### config.mk
export PLATFORM = sky130hd
export DESIGN_NAME = cond_move_wb_pipe
export DESIGN_NICKNAME = d
export VERILOG_FILES = /design/src/rtl/cond_move_wb_pipe.sv
export SDC_FILE = /design/constraint.sdc
export NUM_CORES = 1
export LEC_CHECK = 0
export ABC_AREA = 0
export BUFFER_PORTS_ARGS = -buffer_cell sky130_fd_sc_hd__buf_2
export CAP_MARGIN = 20
export CORE_MARGIN = 8
export CORE_UTILIZATION = 31
export CTS_BUF_LIST = sky130_fd_sc_hd__clkbuf_16
export DETAILED_ROUTE_END_ITERATION = 8
export GPL_ROUTABILITY_DRIVEN = 0
export SLEW_MARGIN = 15
export SYNTH_ARGS = -nofsm -noshare
export SYNTH_HDL_FRONTEND = slang
export SYNTH_SLANG_ARGS = --single-unit
### constraint.sdc
create_clock -name clk -period 3.6 [get_ports clk]
set_clock_uncertainty 0.05 [all_clocks]
set_input_delay 0.72 -clock clk [delete_from_list [all_inputs] [get_ports clk]]
set_output_delay 0.72 -clock clk [all_outputs]
set_load 0.01 [all_outputs]
### src/rtl/cond_move_wb_pipe.sv
// Conditional-move (MOVZ/MOVN) write-back pipe: resolves the move condition at E and
// carries the resolved write through the M and W registers to the GRF and forwarding bus.
module cond_move_wb_pipe #(
   parameter int DATA_W = 32,
   parameter int ADDR_W = 5,
   parameter int CNT_W  = 16
) (
   input  logic              clk,
   input  logic              reset,
   input  logic              stall,
   input  logic              flush,
   input  logic              e_valid,
   input  logic              e_op_movz,
   input  logic              e_op_movn,
   input  logic [DATA_W-1:0] e_rs_data,
   input  logic [DATA_W-1:0] e_rt_data,
   input  logic [ADDR_W-1:0] e_rd_addr,
   output logic              fwd_m_we,
   output logic [ADDR_W-1:0] fwd_m_addr,
   output logic [DATA_W-1:0] fwd_m_data,
   output logic              w_we,
   output logic [ADDR_W-1:0] w_addr,
   output logic [DATA_W-1:0] w_data,
   output logic              illegal_op,
   output logic [CNT_W-1:0]  supp_cnt
);

   typedef struct packed {
      logic              valid;
      logic              we;
      logic              cm;
      logic [ADDR_W-1:0] addr;
      logic [DATA_W-1:0] data;
   } slot_t;

   slot_t             e_slot;
   slot_t             m_q, m_d;
   slot_t             w_q, w_d;
   logic              illegal_q, illegal_d;
   logic [CNT_W-1:0]  supp_q, supp_d;

   logic              both_ops;
   logic              cond;
   logic              retire_fail;

   // Both op bits together is an encoding error: never write, but still a cond-move slot.
   assign both_ops = e_op_movz & e_op_movn;

   always_comb begin
      // NOTE: every always_comb output gets a default first so no path can infer a latch.
      cond = 1'b0;
      if (!both_ops) begin
         if (e_op_movz)      cond = (e_rt_data == '0);
         else if (e_op_movn) cond = (e_rt_data != '0);
      end
   end

   always_comb begin
      e_slot.valid = e_valid;
      e_slot.we    = e_valid & cond & (e_rd_addr != '0);
      e_slot.cm    = e_valid & (e_op_movz | e_op_movn);
      e_slot.addr  = e_rd_addr;
      e_slot.data  = e_rs_data;
   end

   // Stall dominates flush; a flush raised during a stall is dropped, not deferred.
   always_comb begin
      m_d = m_q;
      if (!stall) begin
         if (flush) begin
            m_d.valid = 1'b0;
            m_d.we    = 1'b0;
            m_d.cm    = 1'b0;
         end else begin
            m_d = e_slot;
         end
      end
   end

   always_comb begin
      w_d = w_q;
      if (!stall) w_d = m_q;
   end

   // A failed move is counted once, on the edge where it leaves W.
   assign retire_fail = ~stall & w_q.valid & w_q.cm & ~w_q.we;

   always_comb begin
      supp_d = supp_q;
      if (retire_fail && !(&supp_q)) supp_d = supp_q + CNT_W'(1);
   end

   assign illegal_d = illegal_q | (e_valid & both_ops);

   always_ff @(posedge clk or posedge reset) begin
      if (reset) begin
         m_q       <= '0;
         w_q       <= '0;
         illegal_q <= 1'b0;
         supp_q    <= '0;
      end else begin
         // NOTE: non-blocking assignments so every register samples pre-edge values.
         m_q       <= m_d;
         w_q       <= w_d;
         illegal_q <= illegal_d;
         supp_q    <= supp_d;
      end
   end

   assign fwd_m_we   = m_q.valid & m_q.we;
   assign fwd_m_addr = m_q.addr;
   assign fwd_m_data = m_q.data;

   assign w_we       = w_q.valid & w_q.we;
   assign w_addr     = w_q.addr;
   assign w_data     = w_q.data;

   assign illegal_op = illegal_q;
   assign supp_cnt   = supp_q;

endmodule
* Word level (Yosys, flattened, before mapping)
Cells that the tools add are included.
** Storage, ports and cells
- Bits in registers :: 97
- Output and inout port bits :: 93
- Word-level logic and storage cells :: 39
- Bits of input ports :: 76
** Operators by class
- Reduce and logical (&&, ||, !) cells :: 7
- Muxes and demuxes :: 4
- $add $sub $neg :: 1
- Bitwise gates (word level) :: 15
** Operators by type and width (number)
- $logic_not A32 Y1 :: 1
- $reduce_bool A32 Y1 :: 1
- $add A16 B1 Y16 const B :: 1
- $reduce_and A16 Y1 :: 1
- $and A1 B1 Y1 :: 10
- $reduce_bool A5 Y1 :: 1
- $mux W1 :: 3
- $mux W3 :: 1
- $not A1 Y1 :: 3
- $or A1 B1 Y1 :: 2
- $reduce_and A2 Y1 :: 1
- $logic_and A1 B1 Y1 :: 1
- $logic_not A1 Y1 :: 1

* Depth between registers and ports, before layout
Gate-level depths: netlist of run 1.
- Depth after elaboration :: 7
- Mapped depth :: 5
- Gate-level depth less buffers :: 5

* Worst setup path before layout of run 1
OpenSTA, ideal clock, no wires.
- Path kind :: input to register
- Start point :: in stall
- End point :: reg m_q (netlist bit fwd_m_addr[4])
- Path buffers :: 3
- Setup time :: 0.125 ns
- Stages :: 5
- Data required time :: 3.425 ns
- Path slack :: 1.753 ns
- Arrival :: 1.672 ns
- Cell sequence :: buf_6 > nor2_1 > buf_2 > buf_4 > mux2_2
** Between the ends
- Longest elaborated chain between the ends :: 2
** Ends and longest elaborated chain
- start: declaration :: line 10 : input logic stall,
- $not A1 Y1 (no line)
- $reduce_and A2 Y1 (no line)
- end signal: assignment :: line 103 : m_q <= m_d;
- end: declaration :: line 37 : slot_t m_q, m_d;
No other way between the ends.
A chain may end at the register's enable or synchronous reset.

* Worst setup path in the final report of run 1
- Start point :: in stall
- End point :: reg supp_q[1], in the netlist supp_cnt[1]
** Between the ends
- Longest elaborated chain between the ends :: 5
** Ends and longest elaborated chain
- $not A1 Y1 (no line)
- $and A1 B1 Y1 (3 in a row) :: line 86 : assign retire_fail = ~stall & w_q.valid & w_q.cm & ~w_q.we;
- $logic_and A1 B1 Y1 :: line 90 : if (retire_fail && !(&supp_q)) supp_d = supp_q + CNT_W'(1);
- end signal: assignment :: line 106 : supp_q <= supp_d;
- end: declaration :: line 40 : logic [CNT_W-1:0] supp_q, supp_d;
No other way between the ends.

==> results.md, run 1 <==
- Status: finished, final reports clean
- Global-route wire length before repair: 16100 um
- Yosys Warn Count: 0
- Largest net degree at the start of global routing: 71
- Clk pin slew, worst setup/hold paths: 0.07 ns
- Post_cts resized: 0
- Mapped Area: 0.00456 mm^2
- Fin. Hold Viols: 0
- Root Driver: clkbuf_16
- Sequential cell fraction of total power: 49.7%
- Max Clock Freq: 0.525 GHz
- Worst EP required: 3.78 ns
- Total grt overflow: 0
- Internal cell power: 0.00198 W
- # DRC: 0
- FF-to-FF End: supp_cnt[1]$_DFFE_PP0P_
- Nature of the critical path startpoint: input pin
- Hold depth: 1
- CTS Hold Bufs: 0
- Post-Route WL: 10400 um
- Site row count: 44
- LEAKAGE: 2.54 nW
- TritonCTS clock tree: built
- Sequential element share of the synthesized area: 53.2%
- CP Max Fanout: 25
- Worst slew pin tran: 0.887 ns
- Setup TNS: 0 ns
- Post-synth EDFFs: 0
- Total GRT Usage: 11.0%
- CP max stage cell: buf_4
- Max-cap violations: 0
- Routed wire length per instance: 16.4 um
- Core Area: 0.0145 mm^2
- Crit end category: register
- Psw: 0.000742 W
- Final nets: 522
- CP Class: input pin to register
- Initial antenna violation count: 0
- Post-CTS Setup Bufs: 0
- CP arrival: 2.08 ns
- PD cells: 511 mW/mm^2
- Share of total power in the clock network: 31.4%
- Post-synthesis cell count: 345
- Die ar.: 0.0188 mm^2
- Worst hold path type: register to register
- Starting DRT DRC Count: 68
- Final HPWL DP: 7950 um
- Switching share of total power: 27.3%
- Worst reg-to-reg path cell count: 4
- Die Height: 137 um
- Clk buf depth: 2
- Chip width: 137 um
- Setup violations, final: 0
- Max rail drop VDD: 0.000333 V
- Max-slew violations: 0
- Hold WS: 0.421 ns
- Syn Area/Cell: 13.2 um^2
- Flop2flop setup slack: 1.88 ns
- Comb power frac: 18.9%
- Final ANT Viol Nets: 0
- CP endpoint: supp_cnt[1]$_DFFE_PP0P_
- Vias in the first global route: 3094
- Initial core utilization: 31.5%
- Max incr delay on CP: 0.37 ns
- H-tree depth: 3
- Design Area, Final: 0.00532 mm^2
- Post-synth ARST share: 100%
- Fillers: 1438
- RSZ-0062 raised after global routing: false
- Count of cell types in the netlist: 41
- R2r startpoint: supp_cnt[5]$_DFFE_PP0P_
- Detailed Routing Iterations Pass 1: 4
- Share of cells above drive strength 1: 62.7%
- Placed Area: 0.00505 mm^2
- Via count: 2843
- ANT cells: 0
- Sink Count: 97
- Vias per cell: 4.48
- Synth Flop Type: dfrtp_1
- I/O Buffers: 168
- CTS buffer count: 9
- Area delta synth->final: 16.6%
- Final min period: 1.90 ns
- Mapped Nets: 422
- Final period util: 52.9%
- IO Count: 169
- Clk_lat worst skew: 0.34 ns
- Number of synthesized register bits: 97
- Max-slew headroom: 40.8%
- Worst setup startpoint: stall
- CP cell instances: buf_2, buf_4, and4bb_2, o21ai_2, mux2_1
- HP Start: illegal_op$_DFF_PP0_
==> sequential cells by signal (all words and copies together), names as in the netlist <==
| name | cells |
|---|---|
| fwd_m_addr | 5 |
| fwd_m_data | 32 |
| illegal_op | 1 |
| m_q | 3 |
| supp_cnt | 16 |
| w_addr | 5 |
| w_data | 32 |
| w_q | 3 |
==> kinds of logic after synthesis <==
| kind of cell | synth area share (%) |
|---|---|
| AO/OA/AOI/OAI | 1.95 |
| XOR/XNOR | 2.50 |
| adder cells (fa/ha/maj) | 0.274 |
| buffers and inverters | 13.9 |
| flip-flops | 53.2 |
| multiplexers | 19.6 |
| AND/OR/NAND/NOR | 8.61 |
==> worst max-delay path: cells and delay by family <==
| kind | cells | cell delay, ns |
|---|---|---|
| simple gates | 1 | 0.32 |
| buf+inv | 2 | 0.60 |
| compound gates | 1 | 0.09 |
| mux | 1 | 0.34 |
==> power by group through the flow <==
stage,Combinational [W],Clock [W],Sequential (W)
2_1_floorplan,0.000477,0,0.00135
3_3_place_gp,0.000519,0,0.00136
3_5_place_dp,0.000530,0,0.00137
4_1_cts,0.000532,0.000898,0.00135
5_1_grt,0.000560,0.000945,0.00138
6_report,0.000513,0.000854,0.00135
==> how the worst min path moves through the flow <==
| stage | end |
|---|---|
| floorplan | m_q[37]$_DFFE_PP0N_ |
| global placement | illegal_op$_DFF_PP0_ |
| detailed placement | illegal_op$_DFF_PP0_ |
| CTS | illegal_op$_DFF_PP0_ |
| global route | illegal_op$_DFF_PP0_ |
| finish | illegal_op$_DFF_PP0_ |
==> final cells by class <==
class	count	area, um^2	area share, %
Sequential cell	97	2430	45.6
Multi-Input combinational cell	162	1510	28.4
Timing Repair Buffer	173	878	16.5
Tap cell	184	230	4.33
Clock buffer	9	225	4.23
Clock inverter	7	38.8	0.729
Inverter	2	10.0	0.188
==> cell usage after synthesis, types with 2 or more instances <==
cell type,n,share of area [%]
buf_4,77,13
o211ai_1,2,0.33
nand3_1,7,0.77
inv_1,2,0.16
mux2_2,77,19
buf_6,2,0.49
xnor2_1,8,1.5
nand2_1,11,0.91
nor2_1,4,0.33
nor3_1,2,0.22
a31oi_1,2,0.27
and2_1,4,0.55
o21ai_0,4,0.44
nor4_1,9,1.2
xor2_1,5,0.96
dfrtp_1,97,53
nand4_1,3,0.41
nor3_2,2,0.44
buf_2,4,0.44
and4_1,2,0.38
==> cell usage in the layout (no fill, tap or decap), types with 2 or more instances in the layout <==
cell type,n
clkbuf_16,9
dfrtp_1,97
clkinvlp_4,2
a31oi_1,2
nand4_1,3
nor3_2,2
nor2_1,3
buf_2,168
o21ai_0,4
o211ai_1,2
nor3_1,2
nor4_1,9
inv_1,2
xnor2_1,8
nand2_1,11
buf_4,5
and2_1,4
xor2_1,5
and4_1,2
mux2_2,77
nand3_1,7
clkinv_2,4
==> per-layer routing <==
metal / vias up / wire (um) / GRT usage (%) / part of all wire (%)
met5: - / 0 / 0 / 0
met4: 0 / 117 / 3.14 / 1.1
met3: 8 / 892 / 5.18 / 8.6
met2: 84 / 5360 / 18.4 / 52
met1: 1425 / 4000 / 12.4 / 39
li1: 1326 / - / - / -
==> per-stage QoR <==
step	total power, W	worst slack (ns)	std cells	utilization, %
2_1_floorplan	0.00182	0.296	345	-
3_3_place_gp	0.00188	1.33	618	34.9
3_5_place_dp	0.00190	1.30	618	34.9
4_1_cts	0.00278	1.68	634	36.7
5_1_grt	0.00288	1.60	634	36.7
6_report	0.00272	1.70	634	36.7
Note: power is estimated with default switching activity, not from simulation.
==> inputs of run 2 (changes only) <==
==> constraint.sdc (replaced) <==
create_clock -name clk -period 1.6 [get_ports clk]
set_clock_uncertainty 0.05 [all_clocks]
set_input_delay 0.32 -clock clk [delete_from_list [all_inputs] [get_ports clk]]
set_output_delay 0.32 -clock clk [all_outputs]
set_load 0.01 [all_outputs]
==> run 2 against run 1 <==
Sequential power grew 120%. Sequential share of layout area down 1.6 points. Worst hold slack got worse by 0.27 ns. Die area stayed put. Combinational power increased by 140%. Clock-buffer cell count did not move. Wire length increased by 2.9%. Total power is 130% higher. Global-route usage rose by 0.34 points. Design area rose by 3.6%.
==> results.md, run 2 (same netlist as run 1, synthesis figures left out) <==
- # DRC: 0 (unchanged)
- Final Util: 38.0% (was 36.7%)
- Die ar.: 0.0188 mm^2 (unchanged)
- Clk pin slew, worst setup/hold paths: 0.07 ns (about the same)
- Final min period: 1.51 ns
- TritonCTS clock tree: built (unchanged)
- Max-slew violations: 0 (unchanged)
- HP Start: e_rs_data[24] (was illegal_op$_DFF_PP0_)
- CP arrival: 1.73 ns (was 2.08 ns)
- Sink Count: 97 (unchanged)
- CP Class: register to register (was input pin to register)
- Max rail drop VDD: 0.000769 V (was 0.000333 V)
- Total grt overflow: 0 (unchanged)
- H-tree depth: 3 (unchanged)
- I/O Buffers: 168 (unchanged)
- LEAKAGE: 2.64 nW (was 2.54 nW)
- Worst setup margin: 0.0911 ns (was 1.70 ns)
- Multi-input gate area: 0.00153 mm^2 (was 0.00151 mm^2)
- Nature of the critical path startpoint: register (was input pin)
- Worst EP required: 1.82 ns (was 3.78 ns)
- Total GRT Usage: 11.4% (was 11.0%)
- Hold depth: 2 (was 1)
- Commonest non-fill, non-tap cells in the layout: buf_2 (168), dfrtp_1 (97), mux2_2 (77), buf_4 (18), nand2_1 (11) (was buf_2 (168), dfrtp_1 (97), mux2_2 (77), nand2_1 (11))
- Via count: 2911 (was 2843)
- Hold endpoint: fwd_m_data[24]$_DFFE_PP0P_ (was illegal_op$_DFF_PP0_)
- Core Area: 0.0145 mm^2 (unchanged)
- ANT cells: 0 (unchanged)
- Flop2flop setup slack: 0.09 ns (was 1.88 ns)
- R2r startpoint: supp_cnt[1]$_DFFE_PP0P_ (was supp_cnt[5]$_DFFE_PP0P_)
- Starting DRT DRC Count: 85 (was 68)
- Clk buf depth: 2 (unchanged)
- Root Driver: clkbuf_16 (unchanged)
- Inst Count DP: 631 (was 618)
- Routed wire length per instance: 16.4 um (about the same)
- Vias in the first global route: 3220 (was 3094)
- Clk_lat worst skew: 0.35 ns (was 0.34 ns)
- Final HPWL DP: 8210 um (was 7950 um)
- PD cells: 1150 mW/mm^2 (was 511 mW/mm^2)
- Worst hold path type: input pin to register (was register to register)
- FF+latch area: 0.00243 mm^2 (unchanged)
- Post-Route WL: 10700 um (was 10400 um)
- Cell Count, Final, Fillers Out: 650 (was 634)
- Final nets: 538 (was 522)
- Fillers: 1421 (was 1438)
- Global-route wire length before repair: 16700 um (was 16100 um)
- Site row count: 44 (unchanged)
- Chip width: 137 um (unchanged)
- Max-slew headroom: 76.8% (was 40.8%)
- Dpl ws: -0.0559 ns (was 1.30 ns)
- Initial core utilization: 31.5% (unchanged)
- Max Clock Freq: 0.663 GHz
- FF-to-FF End: supp_cnt[8]$_DFFE_PP0P_ (was supp_cnt[1]$_DFFE_PP0P_)
- CP Max Fanout: 5 (was 25)
- Share of cells above drive strength 1: 64.2% (was 62.7%)
- Area delta synth->final: 20.8% (was 16.6%)
- Initial antenna violation count: 2 (was 0)
- Worst slew pin tran: 0.348 ns (was 0.887 ns)
- Worst reg-to-reg path cell count: 5 (was 4)
- Fin. Hold Viols: 0 (unchanged)
- Setup violations, final: 0 (unchanged)
- Vias per cell: 4.48 (about the same)
- IO Count: 169 (unchanged)
- Status: finished, final reports clean (unchanged)
- Most common library cell in the layout ignoring fill and taps: buf_2 (unchanged)
- Setup TNS: 0 ns (unchanged)
- Final ANT Viol Nets: 0 (unchanged)
- Max-cap violations: 0 (unchanged)
- Die Height: 137 um (unchanged)
- Final period util: 94.3%
- Crit end category: register (unchanged)
- CTS buffer count: 9 (unchanged)
- Largest net degree at the start of global routing: 66 (was 71)
- Detailed Routing Iterations Pass 1: 4 (unchanged)
run 2: worst max path at each step:
| stage | startpoint | slack [ns] | end |
|---|---|---|---|
| finish | supp_cnt[1]$_DFFE_PP0P_ | 0.09 | supp_cnt[8]$_DFFE_PP0P_ |
| floorplan | supp_cnt[0]$_DFFE_PP0P_ | 0.02 | supp_cnt[1]$_DFFE_PP0P_ |
| CTS | supp_cnt[0]$_DFFE_PP0P_ | 0.02 | supp_cnt[6]$_DFFE_PP0P_ |
| global placement | stall | -0.04 | m_q[38]$_DFFE_PP0N_ |
| global route | supp_cnt[1]$_DFFE_PP0P_ | -0.02 | supp_cnt[8]$_DFFE_PP0P_ |
| detailed placement | stall | -0.06 | m_q[38]$_DFFE_PP0N_ |
run 2: metrics by stage:
stage	total power [W]	cell area, um^2	hold WS, ns
after floorplan	0.00411	4560	0.399
final	0.00633	5510	0.148
after global placement	0.00424	5180	0.353
after CTS	0.00642	5470	0.127
after detailed placement	0.00429	5180	0.365
after global routing	0.00667	5510	0.139
run 2: cell type report:
cell class / count / share of cell area (%)
Sequential cell: 97 / 44.1
Multi-Input combinational cell: 162 / 27.8
Timing Repair Buffer: 189 / 18.6
Tap cell: 184 / 4.18
Clock buffer: 9 / 4.09
Clock inverter: 7 / 1.02
Inverter: 2 / 0.204
run 2: worst max-delay path, stage by stage (launching register included):
cell,delay (ns)
dfrtp_1,0.39
ha_2,0.22
and4_2,0.29
nand2_2,0.12
nor3_2,0.19
xor2_1,0.16
run 2: power breakdown:
group / switching (W) / leakage, nW / internal (W)
clock: 0.000902 / 0.148 / 0.00118
sequential: 0.000220 / 1.18 / 0.00281
combinational: 0.000574 / 1.32 / 0.000639
run 2: what timing repair did:
item | CTS | global route
gates resized for setup | 0 | 7
setup buffers | 0 | 2
hold buffers | 1 | 0
endpoints found under the setup margin | 0 | 12
endpoints found under the hold margin | 32 | 0
run 2: metal layers:
metal / global-route usage, % / part of all wire, % / vias to the layer above
met5: 0 / 0.22 / -
met2: 17.8 / 49 / 85
li1: - / - / 1356
met4: 4.89 / 2.0 / 4
met3: 5.22 / 8.6 / 20
met1: 13.2 / 40 / 1446
==> inputs of run 3 (changes only) <==
--- a/config.mk
+++ b/config.mk
@@ -13,6 +13,7 @@
 export CTS_BUF_LIST = sky130_fd_sc_hd__clkbuf_16
 export DETAILED_ROUTE_END_ITERATION = 8
 export GPL_ROUTABILITY_DRIVEN = 0
+export RECOVER_POWER = 25
 export SLEW_MARGIN = 15
 export SYNTH_ARGS = -nofsm -noshare
 export SYNTH_HDL_FRONTEND = slang
==> run 3 against run 2 <==
Combinational power hardly changed. Final cell count stayed put. Wire length hardly changed. Design area is 0.43% lower. Die area stayed put. Largest power group unchanged. Highest routed layer unchanged.
==> results.md, run 3 (same netlist as run 1, synthesis figures left out) <==
- Most common library cell in the layout ignoring fill and taps: buf_2 (unchanged)
- Final min period: 1.51 ns (about the same)
- LEAKAGE: 2.63 nW (was 2.64 nW)
- FF-to-FF End: supp_cnt[8]$_DFFE_PP0P_ (unchanged)
- Area delta synth->final: 20.2% (was 20.8%)
- Vias in the first global route: 3220 (unchanged)
- ANT cells: 0 (unchanged)
- Global-route wire length before repair: 16700 um (unchanged)
- Die ar.: 0.0188 mm^2 (unchanged)
- CTS buffer count: 9 (unchanged)
- Final nets: 538 (unchanged)
- Worst slew pin tran: 0.773 ns (was 0.348 ns)
- Fin. Hold Viols: 0 (unchanged)
- Nature of the critical path startpoint: register (unchanged)
- Commonest non-fill, non-tap cells in the layout: buf_2 (167), dfrtp_1 (97), mux2_2 (77), buf_4 (16), nand2_1 (11) (was buf_2 (168), dfrtp_1 (97), mux2_2 (77), buf_4 (18), nand2_1 (11))
- Post-Route WL: 10700 um (about the same)
- Via count: 2914 (was 2911)
- Total GRT Usage: 11.4% (unchanged)
- Flop2flop setup slack: 0.09 ns (about the same)
- Worst hold path type: input pin to register (unchanged)
- Clk buf depth: 2 (unchanged)
- CP endpoint: supp_cnt[8]$_DFFE_PP0P_ (unchanged)
- Routed wire length per instance: 16.4 um (about the same)
- Max-slew violations: 0 (unchanged)
- Fillers: 1425 (was 1421)
- PD cells: 1150 mW/mm^2 (about the same)
- Detailed Routing Iterations Pass 1: 4 (unchanged)
- Dpl ws: -0.0559 ns (unchanged)
- Initial core utilization: 31.5% (unchanged)
- Root Driver: clkbuf_16 (unchanged)
- Max Clock Freq: 0.663 GHz (about the same)
- R2r startpoint: supp_cnt[1]$_DFFE_PP0P_ (unchanged)
- IO Count: 169 (unchanged)
- HP Start: e_rs_data[24] (unchanged)
- Hold WS: 0.148 ns (about the same)
- Worst reg-to-reg path cell count: 5 (unchanged)
- Worst setup startpoint: supp_cnt[1]$_DFFE_PP0P_ (unchanged)
- Total grt overflow: 0 (unchanged)
- Max-slew headroom: 48.5% (was 76.8%)
- Crit end category: register (unchanged)
- Worst setup margin: 0.0913 ns (was 0.0911 ns)
- Status: finished, final reports clean (unchanged)
- Core Area: 0.0145 mm^2 (unchanged)
- Share of cells above drive strength 1: 63.9% (was 64.2%)
- Site row count: 44 (unchanged)
- Max rail drop VDD: 0.000769 V (about the same)
- Final period util: 94.3% (about the same)
- I/O Buffers: 168 (unchanged)
- CP arrival: 1.73 ns (about the same)
- Vias per cell: 4.48 (about the same)
- Worst EP required: 1.82 ns (about the same)
- H-tree depth: 3 (unchanged)
- Clk pin slew, worst setup/hold paths: 0.07 ns (about the same)
- Die Height: 137 um (unchanged)
- Initial antenna violation count: 2 (unchanged)
- Hold depth: 2 (unchanged)
- CP Max Fanout: 5 (unchanged)
- CP Class: register to register (unchanged)
- Clk_lat worst skew: 0.35 ns (about the same)
- Chip width: 137 um (unchanged)
- TritonCTS clock tree: built (unchanged)
- Max-cap violations: 0 (unchanged)
- Final HPWL DP: 8210 um (unchanged)
- Final ANT Viol Nets: 0 (unchanged)
- Sink Count: 97 (unchanged)
- Largest net degree at the start of global routing: 66 (unchanged)
- # DRC: 0 (unchanged)
- Setup violations, final: 0 (unchanged)
- Starting DRT DRC Count: 84 (was 85)
## run 3: final cells by class
| class | instances | area, um^2 | area share (%) |
|---|---|---|---|
| clock buffer | 9 | 225 | 4.11 |
| sequential | 97 | 2430 | 44.3 |
| timing repair buffer | 189 | 1000 | 18.3 |
| tap | 184 | 230 | 4.20 |
| inverter | 2 | 8.76 | 0.160 |
| clock inverter | 7 | 56.3 | 1.03 |
| multi-input combinational | 162 | 1530 | 27.9 |
## run 3: routing by layer
metal  up-vias  track usage, %  wire (um)
met5         -               0         23
met4         4            4.89        216
met3        20            5.22        920
met2        85            17.8       5250
met1      1449            13.2       4260
li1       1356               -          -
## run 3: how the worst min path moves through the flow
stage | to | slack [ns]
detailed placement | fwd_m_data[27]$_DFFE_PP0P_ | 0.37
finish | fwd_m_data[24]$_DFFE_PP0P_ | 0.15
global route | fwd_m_data[10]$_DFFE_PP0P_ | 0.14
global placement | fwd_m_data[27]$_DFFE_PP0P_ | 0.35
CTS | fwd_m_data[24]$_DFFE_PP0P_ | 0.13
floorplan | m_q[37]$_DFFE_PP0N_ | 0.40
## run 3: through the flow
| step | std cells | area [um^2] | power, W | setup TNS, ns | util [%] |
|---|---|---|---|---|---|
| finish | 650 | 5480 | 0.00632 | 0 | 37.9 |
| global route | 650 | 5480 | 0.00666 | -0.0339 | 37.9 |
| CTS | 648 | 5470 | 0.00642 | 0 | 37.8 |
| detailed placement | 631 | 5180 | 0.00429 | -0.0559 | 35.8 |
| global placement | 631 | 5180 | 0.00424 | -0.0436 | 35.8 |
| floorplan | 345 | 4560 | 0.00411 | 0 | - |
## run 3: critical path: stages (launching register included)
cell and delay [ns]:
dfrtp_1 0.39, ha_2 0.22, and4_2 0.29, nand2_2 0.12, nor3_2 0.19, xor2_1 0.16
## run 3: power by group
part	internal [W]	total, W	switching [W]
sequential	0.00281	0.00303	0.000220
clock	0.00118	0.00209	0.000902
combinational	0.000633	0.00121	0.000572
## run 3: timing repair
item                                    in CTS  in global routing
buffers inserted                             0                  2
hold buffers                                 1                  0
endpoints found under the setup margin       0                 12
resized for setup                            0                  7
endpoints found under the hold margin       32                  0
